--- src/rtl/cpu_pkg.sv ---
// Shared CPU front-end types and default sizes.
// fetch_entry_t is the {pc, inst} pair carried from fetch to decode.
package cpu_pkg;

  localparam int unsigned CPU_PC_W     = 32;
  localparam int unsigned CPU_INST_W   = 32;
  localparam int unsigned INST_Q_DEPTH = 8;

  typedef struct packed {
    logic [CPU_PC_W-1:0]   pc;
    logic [CPU_INST_W-1:0] inst;
  } fetch_entry_t;

endpackage

--- src/rtl/inst_queue.sv ---
// Fetch-to-decode instruction FIFO.
// Buffers {pc, inst} pairs so fetch can run ahead of decode. full stalls
// fetch, out_ready stalls dispatch, and flush (redirect) empties the queue.
// Optional feature: define INST_QUEUE_BYPASS_EN to forward an incoming entry
// straight to the output when the queue is empty (zero-latency path).
// PC_W / INST_W must match the widths of cpu_pkg::fetch_entry_t.
module inst_queue
  import cpu_pkg::*;
#(
  parameter int unsigned DEPTH  = INST_Q_DEPTH,
  parameter int unsigned PC_W   = CPU_PC_W,
  parameter int unsigned INST_W = CPU_INST_W
) (
  input  logic                       clk,
  input  logic                       rst_n,
  input  logic                       in_valid,
  input  logic [PC_W-1:0]            in_pc,
  input  logic [INST_W-1:0]          in_inst,
  input  logic                       flush,
  input  logic                       out_ready,
  output logic                       out_valid,
  output logic [PC_W-1:0]            out_pc,
  output logic [INST_W-1:0]          out_inst,
  output logic                       full,
  output logic [$clog2(DEPTH+1)-1:0] count
);

  localparam int unsigned AW = $clog2(DEPTH);
  localparam int unsigned CW = $clog2(DEPTH + 1);

  fetch_entry_t    mem [DEPTH];
  logic [AW-1:0]   wr_ptr;
  logic [AW-1:0]   rd_ptr;
  fetch_entry_t    head;
  logic            empty;
  logic            byp;
  logic            byp_consume;
  logic            push;
  logic            pop;
  logic            wr_en;
  logic            rd_adv;

  // Status flags come only from registered occupancy.
  always_comb begin
    empty = (count == '0);
    full  = (count == CW'(DEPTH));
  end

  // Bypass qualifier: empty queue with a live, unflushed incoming entry.
  always_comb begin
`ifdef INST_QUEUE_BYPASS_EN
    byp = empty & in_valid & ~flush;
`else
    byp = 1'b0;
`endif
  end

  // Handshake decode; a bypassed entry taken by decode never touches storage.
  always_comb begin
    push        = in_valid & ~full & ~flush;
    pop         = out_valid & out_ready & ~flush;
    byp_consume = byp & out_ready;
    wr_en       = push & ~byp_consume;
    rd_adv      = pop & ~byp_consume;
  end

  // Head presentation: bypass data, else stored head, zeroed while empty.
  always_comb begin
    head      = mem[rd_ptr];
    out_valid = ~empty | byp;
    if (byp) begin
      out_pc   = in_pc;
      out_inst = in_inst;
    end else if (empty) begin
      out_pc   = '0;
      out_inst = '0;
    end else begin
      out_pc   = head.pc;
      out_inst = head.inst;
    end
  end

  // Storage write; contents need no reset since empty masks the output.
  always_ff @(posedge clk) begin
    if (wr_en) begin
      mem[wr_ptr].pc   <= in_pc;
      mem[wr_ptr].inst <= in_inst;
    end
  end

  // Pointer and occupancy registers; reset and flush both empty the queue.
  always_ff @(posedge clk) begin
    if (!rst_n || flush) begin
      wr_ptr <= '0;
      rd_ptr <= '0;
      count  <= '0;
    end else begin
      if (wr_en)  wr_ptr <= wr_ptr + 1'b1;
      if (rd_adv) rd_ptr <= rd_ptr + 1'b1;
      case ({wr_en, rd_adv})
        2'b10:   count <= count + 1'b1;
        2'b01:   count <= count - 1'b1;
        default: count <= count;
      endcase
    end
  end

endmodule
--- config.mk ---
export PLATFORM = sky130hd
export DESIGN_NAME = inst_queue
export DESIGN_NICKNAME = d
export VERILOG_FILES = /design/src/rtl/cpu_pkg.sv /design/src/rtl/inst_queue.sv
export SDC_FILE = /design/constraint.sdc
export NUM_CORES = 1
export LEC_CHECK = 0
export CAP_MARGIN = 20
export CORE_ASPECT_RATIO = 1.5
export CORE_MARGIN = 2
export CORE_UTILIZATION = 25
export DETAILED_ROUTE_END_ITERATION = 8
export PLACE_DENSITY = 0.46
export SETUP_SLACK_MARGIN = 0.5
export SLEW_MARGIN = 40
export SYNTH_ARGS = -nofsm -noshare
export SYNTH_HDL_FRONTEND = slang
export SYNTH_SLANG_ARGS = --single-unit
--- constraint.sdc ---
create_clock -name clk -period 5.8 [get_ports clk]
set_input_delay 0.58 -clock clk [delete_from_list [all_inputs] [get_ports clk]]
set_output_delay 0.58 -clock clk [all_outputs]
set_load 0.01 [all_outputs]
### Yosys cells after proc, flatten, opt, wreduce, memory -nomap -nowiden

Memories as Yosys holds them, arrays and structs flattened. A register that Yosys moved wholly into a read port is not among the register bits.
Cells that the tools add are included.

| word-level totals | value |
|---|---|
| register bits | 10 |
| bits in writable memories | 512 |
| input port bits | 69 |
| output and inout port bits | 70 |
| memories kept | 1 |

| operators by class | value |
|---|---|
| add/subtract/negate cells | 4 |
| eq/ne operators | 3 |
| mux-type cells | 7 |
| bitwise logic cells | 7 |
| reductions and logical operators | 4 |

Memories:

| name | depth | bits a word | read ports | clocked after Yosys merged registers in | wr ports | line | source |
|---|---|---|---|---|---|---|---|
| mem | 8 | 64 | 1 | 1 | 1 | inst_queue.sv:31 | `fetch_entry_t mem [DEPTH];` |

Operator list:

| kind | number |
|---|---|
| $mux W32 | 2 |
| $pmux W4 S2 | 1 |
| $add A3 B1 Y3 const B | 2 |
| $mux W3 | 2 |
| $add A4 B1 Y4 const B | 1 |
| $and A1 B1 Y1 | 4 |
| $eq A4 B4 Y1 const B | 1 |
| $logic_not A4 Y1 | 1 |
| $sub A4 B1 Y4 const B | 1 |
| $not A1 Y1 | 3 |
| $eq A2 B1 Y1 const B | 1 |
| $eq A2 B2 Y1 const B | 1 |
| $mux W1 | 2 |
| $reduce_bool A2 Y1 | 1 |
| $logic_not A1 Y1 | 1 |
| $logic_or A1 B1 Y1 | 1 |

### Depth between registers and ports, before layout

Gate-level depths: netlist of the first run.

| depth | value |
|---|---|
| depth in word-level cells | 6 |
| mapped depth | 12 |
| gate-level depth less buffers | 11 |

### Worst setup path after synthesis of the first run

No wires, ideal clock.

| timing path | value |
|---|---|
| path type | reg2reg |
| from | register count[1] |
| to | memory mem[0][0] in the netlist's numbering, enable pin |
| data arrival time | 5.500 ns |
| data required time | 5.235 ns |
| path slack | -0.265 ns |
| stages on the path, launching flop included | 6 |
| buffers on the path | 1 |
| period minus slack after synthesis | 6.065 ns |
| cells stage by stage | dfxtp_1 buf_2 or4b_4 nand2_1 or3_1 nor3_1 |

| between the ends | value |
|---|---|
| word-level cells in the longest chain between the ends | 6 |

RTL lines:

| element | line | source |
|---|---|---|
| start, declared | inst_queue.sv:25 | `output logic [$clog2(DEPTH+1)-1:0] count` |
| start signal, assigned | inst_queue.sv:101 | `2'b10: count <= count + 1'b1;` |
| start signal, assigned | inst_queue.sv:102 | `2'b01: count <= count - 1'b1;` |
| start signal, assigned | inst_queue.sv:103 | `default: count <= count;` |
| $eq A4 B4 Y1 | inst_queue.sv:46 | `full = (count == CW'(DEPTH));` |
| $not A1 Y1 | inst_queue.sv:60 | `push = in_valid & ~full & ~flush;` |
| $and A1 B1 Y1 (2 in series) | inst_queue.sv:60 |  |
| $mux W1 | inst_queue.sv:85 | `if (wr_en) begin` |
| $mux W1 (not written as such) | inst_queue.sv:87 | `mem[wr_ptr].inst <= in_inst;` |
| end, declared | inst_queue.sv:31 |  |

Every way passes these cells.

==> metrics.md, run 1 <==
| Metric | Value |
|---|---|
| Status | finished, final reports clean |
| RSZ-0062 raised after global routing | false |
| Hpwl dp | ~26000 um |
| Largest family of logic cells by synthesized area | multiplexers |
| GR Util met1 | 14.06% |
| Pint | a little over 0.006 W |
| Xor-xnor portion of the synthesized cell area | less than 1% |
| Seq pwr share | between 50% and 60% |
| Highest clock rate | between 0.2 and 0.3 GHz |
| Slew Viols, Final | 0 |
| Routed WL per cell | ~22 um |
| Final core occ | a little under a third |
| Row cnt | 127 |
| Global-route wire length before repair | between 60000 and 70000 um |
| Synth-to-Final Area Change | 22.61% |
| Max cap viols | 0 |
| Grt ovf | 0 |
| PostCTS Resize Cnt | 0 |
| N_diodes | 0 |
| Final Wtd Congestion | 0.6782 |
| Static leakage | approximately 7.3 nW |
| Power share of the combinational group | under 10% |
| Net Sw Power | around 0.0016 W |
| DRT antenna net count | 0 |
| Leading area contributor after synthesis | edfxtp_1 |
| Antenna violations before repair | 8 |
| Post-CTS setup buffers | 0 |
| TritonCTS Buffers | between 50 and 60 |
| FFs w/ async S/R, synth | 0% |
| Max clock buf depth | 3 |
| Drt total wl | between 40000 and 50000 um |
| Synth top area share | between 70% and 80% |
| Nets@finish | 1146 |
| 1st-pass router iterations | 4 |
| Crit path capture type | output port |
| Clk_lat worst skew | ~0.6 ns |
| Routed via count | about 9300 |
| Routed vias/inst | approximately 4.3 |
| Class of the worst hold path | flop to flop |
| Post-synth EDFFs | approximately 500 |
| Syn Area/Cell | 22.55 um^2 |
| CP endpoint | out_pc[0] |
| GR met3 Demand/Resource | roughly 2.9% |
| Measured slew at the worst slew-check pin | about 0.78 ns |
| Simple-Gate Fraction of Synth Area | 2.279% |
| Synth unique cells | 29 |
| CP Max Fanout | 26 |
| Tot GR Track Use | between 10 and 15% |
| Final setup fails | 0 |
| Worst r2r src | count[0] |
| Post-synthesis sequential area ratio | 77.81% |
| Worst-path clk slew | ~0.060 ns |
| Multiplexer share of the synthesized area | 17.58% |
| H-tree depth | 2 |
| Netlist Area Pre-Place | approximately 0.020 mm^2 |
| Routing usage on met2 | about a fifth |
| 1st-iter DRT viols | approximately 520 |
| Width of the die | ~240 um |
| CTS tree | done |
| Power density cells | roughly 310 mW/mm^2 |
| Chip height | roughly 350 um |
| Vias in the first global route | about 10000 |
| Net Count, Synth | roughly 970 |
| Clock Tree Root | clkbuf_16 |
| Post-layout minimum cycle time | ~3.7 ns |
| Worst path required time | 5.22 ns |
| Hold_buf cts | 0 |
| Core area | 0.07977 mm^2 |
| Hold Vio Cnt, Final | 0 |
| Setup Crit Path Kind | flop to output port |
| Synth Register Bits | roughly 530 |
| Sink Count | 525 |
| Remaining DRCs | 0 |
| Initial Utilization | between 20% and 30% |
| # IOs | 139 |
| Share of layout cells above drive strength 1 | between 20% and 30% |
| Top_reg_cell synth | edfxtp_1 |
| Mapped Cells | 891 |
| Max VDD drop | between 0.2 and 0.25 mV |
| Critical Path AT | 3.10 ns |
| Die area | between 0.08 and 0.09 mm^2 |
| Top cells by area, synth | edfxtp_1, mux4_2, mux2i_1 |
| Adder-Cell Fraction of Synth Area | less than 1% |
| Worst Clk Skew | roughly 0.009 ns |
| Syn. warnings | 0 |
| Worst R2R End | count[2] |
| TNS Setup | 0 ns |
| Synth Area in Compound Gates | 0.2179% |
| Number of port buffers | about 140 |
| R2R setup slack | 2.99 ns |
| Max-Slew Margin vs Limit | approximately 48% |
| Busiest grt layer | met2 |
| Crit start category | flop |
| Power share of the clock group | between 40% and 50% |
| Largest net degree at the start of global routing | between 50 and 60 |
| Crit share post-route | a little under two thirds |
| R2R depth | 11 |
| Sw frac | between 20% and 30% |
[cell type report]
| type | count | area (um^2) |
|---|---|---|
| Clock buffer | 71 | 1436 |
| Clock inverter | 28 | 217.7 |
| Fill cell | 7721 | 55130 |
| Inverter | 2 | 7.507 |
| Multi-Input combinational cell | 319 | 4242 |
| Sequential cell | 525 | 15650 |
| Tap cell | 1032 | 1291 |
| Timing Repair Buffer | 171 | 1797 |
[cell usage in the layout (no fill, tap or decap), drive strengths merged]
master / count
clkinv: 21
o21ai: 3
mux2i: 65
nor2: 79
nand2b: 3
nor3: 2
a211o: 1
or2: 1
nor4: 1
buf: 33
a21oi: 4
inv: 3
clkdlybuf4s50: 138
nand3: 5
edfxtp: 512
mux4: 128
dfxtp: 13
nand2: 6
ha: 5
nor4bb: 1
clkbuf: 71
xor2: 7
or3: 2
nand4b: 1
or4b: 1
nor2b: 2
nand4: 1
nor4b: 1
bufinv: 3
clkinvlp: 3
[critical path, cell delays in order, from the launching register on]
cell	delay (ns)
dfxtp_4	0.57
buf_4	0.53
mux4_2	0.58
mux2i_1	0.22
nor2_1	0.08
clkdlybuf4s50_1	0.49
[cells by family after synthesis]
logic type / Yosys count
multiplexers: 193
XOR/XNOR: 7
AND/OR/NAND/NOR: 106
flip-flops: 525
AO/OA/AOI/OAI: 8
buffers and inverters: 47
adder cells (fa/ha/maj): 5
[cell usage after synthesis, types with 3 or more instances]
library cell / count
dfxtp_1: 13
clkbuf_1: 4
o21ai_0: 3
nand3_1: 5
buf_6: 12
a21oi_1: 4
mux2i_1: 65
nor2_1: 79
xor2_1: 7
edfxtp_1: 512
ha_1: 5
buf_1: 6
nand2_1: 6
buf_2: 21
mux4_2: 128
nand2b_1: 3
[power groups by stage]
stage / Sequential [W] / Clock [W] / Combinational (W)
after global routing: 0.00420 / 0.00354 / 0.000271
final: 0.00420 / 0.00329 / 0.000246
after global placement: 0.00428 / 0 / 0.000247
after floorplan: 0.00428 / 0 / 0.0000950
after detailed placement: 0.00428 / 0 / 0.000254
after CTS: 0.00420 / 0.00340 / 0.000255
[metal layers]
layer	wire, um	share of wire (%)
met1	20030	43
met2	23580	50
met3	2181	4.7
met4	973	2.1
met5	96	0.20
[metrics by stage]
stage	instance area [um^2]	power (W)	hold WS [ns]	worst slack, ns	cells
3_3_place_gp	22820	0.004530	0.4704	2.192	2042
4_1_cts	24640	0.007861	0.5049	1.979	2148
5_1_grt	24640	0.008011	0.5278	1.898	2148
6_report	24640	0.007734	0.4967	2.118	2148
3_5_place_dp	22980	0.004537	0.4905	2.642	2049
2_1_floorplan	20100	0.004378	0.4541	1.469	891
[flip-flops by register name, indices dropped and copies added, names as in the netlist, named ones only]
name,flops
mem,512
count,4
wr_ptr,3
rd_ptr,3
[worst min-delay path by stage]
stage	cells past startpoint	end	start	slack, ns
after detailed placement	2	flop	rd_ptr[1]	0.49
after global placement	2	flop	rd_ptr[1]	0.47
final	2	flop	rd_ptr[1]	0.50
after CTS	2	flop	rd_ptr[1]	0.50
after floorplan	2	flop	rd_ptr[1]	0.45
after global routing	2	flop	rd_ptr[1]	0.53
No activity file was read; power rests on OpenSTA's default activity.
==> inputs of run 2 (changes only) <==
- PLACE_DENSITY: 0.46 -> 0.44
- clock period: 5.8 -> 3.7 ns (I/O delays scaled with it)
==> metrics.md, run 2 (synthesized netlist as in run 1, its figures left out) <==
| Metric | Value |
|---|---|
| Status | finished, final reports clean |
| Multi-input logic area | between 0.004 and 0.005 mm^2 |
| Crit path capture type | output port |
| Sink Count | roughly 530 |
| Post-Layout Cell Count | around 2100 |
| Clk_lat worst skew | 0.59 ns |
| Global-route wire length before repair | about 70000 um |
| Max VDD drop | ~0.33 mV |
| Busiest grt layer | met2 |
| Worst path required time | 3.33 ns |
| Most frequent cells in the layout | edfxtp_1, clkdlybuf4s50_1, mux4_2 |
| Hpwl dp | approximately 25000 um |
| Crit start category | flop |
| Worst Clk Skew | approximately 0.011 ns |
| WHS Path Cells | 3 |
| 1st-iter DRT viols | roughly 500 |
| Initial Utilization | between 20% and 30% |
| Worst R2R End | count[2] |
| R2R depth | 11 |
| Slew Viols, Final | 0 |
| Worst-path clk slew | ~0.06 ns |
| CTS tree | done |
| Core area | approximately 0.08 mm^2 |
| Hold Crit Start | in_valid |
| Grt ovf | 0 |
| Worst r2r src | count[0] |
| Die area | between 0.08 and 0.09 mm^2 |
| Highest clock rate | about 0.32 GHz |
| Remaining DRCs | 0 |
| Critical Path AT | between 2 and 3 ns |
| R2R setup slack | 1.07 ns |
| Vias in the first global route | between 10000 and 15000 |
| Setup Crit Path Kind | flop to output port |
| Routed via count | 9236 |
| Placed cells | between 2000 and 2500 |
| Commonest non-fill, non-tap cell in the layout | edfxtp_1 |
| Static leakage | between 7 and 8 nW |
| Clock Tree Root | clkbuf_16 |
| Synth-to-Final Area Change | 23.50% |
| TNS Setup | 0 ns |
| DRT antenna net count | 0 |
| Power density cells | roughly 490 mW/mm^2 |
| Max clock buf depth | 3 |
| 1st-pass router iterations | 4 |
| RSZ-0062 raised after global routing | true |
| TritonCTS Buffers | 53 |
| GR Util met1 | 14.46% |
| Measured slew at the worst slew-check pin | around 0.73 ns |
| # fillers | 7737 |
| Chip height | 351.2 um |
| Row cnt | 127 |
| Share of layout cells above drive strength 1 | ~22% |
| Register area | ~0.016 mm^2 |
| Crit share post-route | 83.46% |
| Routed WL per cell | about 23 um |
| Largest net degree at the start of global routing | 65 |
| Width of the die | ~240 um |
| Antenna violations before repair | 8 |
| H-tree depth | 2 |
| Routed vias/inst | 4.318 |
| Routing usage on met2 | 20.42% |
| Max FFs per register | 512 |
| Final setup fails | 0 |
| Hold slack | around 0.47 ns |
| Largest reg by FF count | mem |
| Final Wtd Congestion | between 0.6 and 0.7 |
| Hold Vio Cnt, Final | 0 |
| Class of the worst hold path | input port to flop |
| GR met3 Demand/Resource | under 10% |
| Number of port buffers | between 100 and 150 |
| Biggest regs | mem (512), count (4) |
| Post-layout minimum cycle time | ~3 ns |
| Drt total wl | ~48000 um |
| Nets@finish | around 1100 |
| CP Max Fanout | 23 |
| Max-Slew Margin vs Limit | between 50% and 60% |
| Tot GR Track Use | 11.76% |
| # IOs | ~140 |
| Max cap viols | 0 |
| Min-Delay Endpoint | wr_ptr[1] |
run 2: cell types whose count changed in the layout (fill, tap and decap cells not counted), sizes merged:
cell           previous run  this run
bufinv                    3         6
clkinv                   21        16
dlymetal6s2s              0         4
clkdlybuf4s50           138       134
diode                     0         1
bufbuf                    0         2
buf                      33        27
clkinvlp                  3         1
clkbuf                   71        69
run 2: layer usage:
layer | routed length, um | vias up
li1 | - | 4052
met1 | 20570 | 4932
met2 | 24270 | 169
met3 | 2313 | 71
met4 | 1005 | 12
met5 | 76 | -
run 2: worst max-delay path, cell delays in order, from the launching register on:
cell and delay, ns:
dfxtp_4 0.39, buf_12 0.14, buf_16 0.22, mux4_2 0.55, mux2i_2 0.23, nor2_1 0.07, clkdlybuf4s50_1 0.50
run 2: area by class of cell:
type	count	area share, %
flip-flops and latches	525	63.05
multi-input cells	319	17.07
repair buffers	167	7.941
clock buffers	69	5.586
well taps	1032	5.203
clock inverters	24	1.109
inverters	2	0.03025
diodes	1	0.01008
run 2: worst max path at each step:
| stage | slack (ns) | startpoint | cells after the start | to |
|---|---|---|---|---|
| detailed placement | 0.91 | flop | 5 | out_pc[19] |
| global placement | 0.89 | flop | 5 | out_pc[19] |
| CTS | 0.50 | flop | 6 | out_pc[29] |
| finish | 0.61 | flop | 6 | out_inst[28] |
| global route | 0.47 | flop | 6 | out_inst[31] |
| floorplan | -0.37 | count[1] | 4 | mem[7][0] |
run 2: timing repair:
action / 4_1_cts / 5_1_grt
endpoints found under the setup margin: 53 / 22
hold buffers: 0 / 0
gates cloned: 3 / 0
buffers inserted: 5 / 0
resized for setup: 7 / 7
run 2: metrics by stage:
stage / cell area (um^2) / power [W] / setup WS, ns / utilization [%]
2_1_floorplan: 20120 / 0.006863 / -0.3685 / -
3_3_place_gp: 22920 / 0.007109 / 0.8888 / 28.73
3_5_place_dp: 22920 / 0.007118 / 0.9120 / 28.73
4_1_cts: 24800 / 0.01243 / 0.4951 / 31.09
5_1_grt: 24820 / 0.01262 / 0.4674 / 31.11
6_report: 24820 / 0.01221 / 0.6119 / 31.11
run 2: where the power goes:
part / internal, W / leakage [nW] / switching (W)
sequential: 0.00657 / 4.73 / 0.0000119
clock: 0.00305 / 0.808 / 0.00217
combinational: 0.000188 / 1.85 / 0.000212
total: 0.00981 / 7.40 / 0.00240
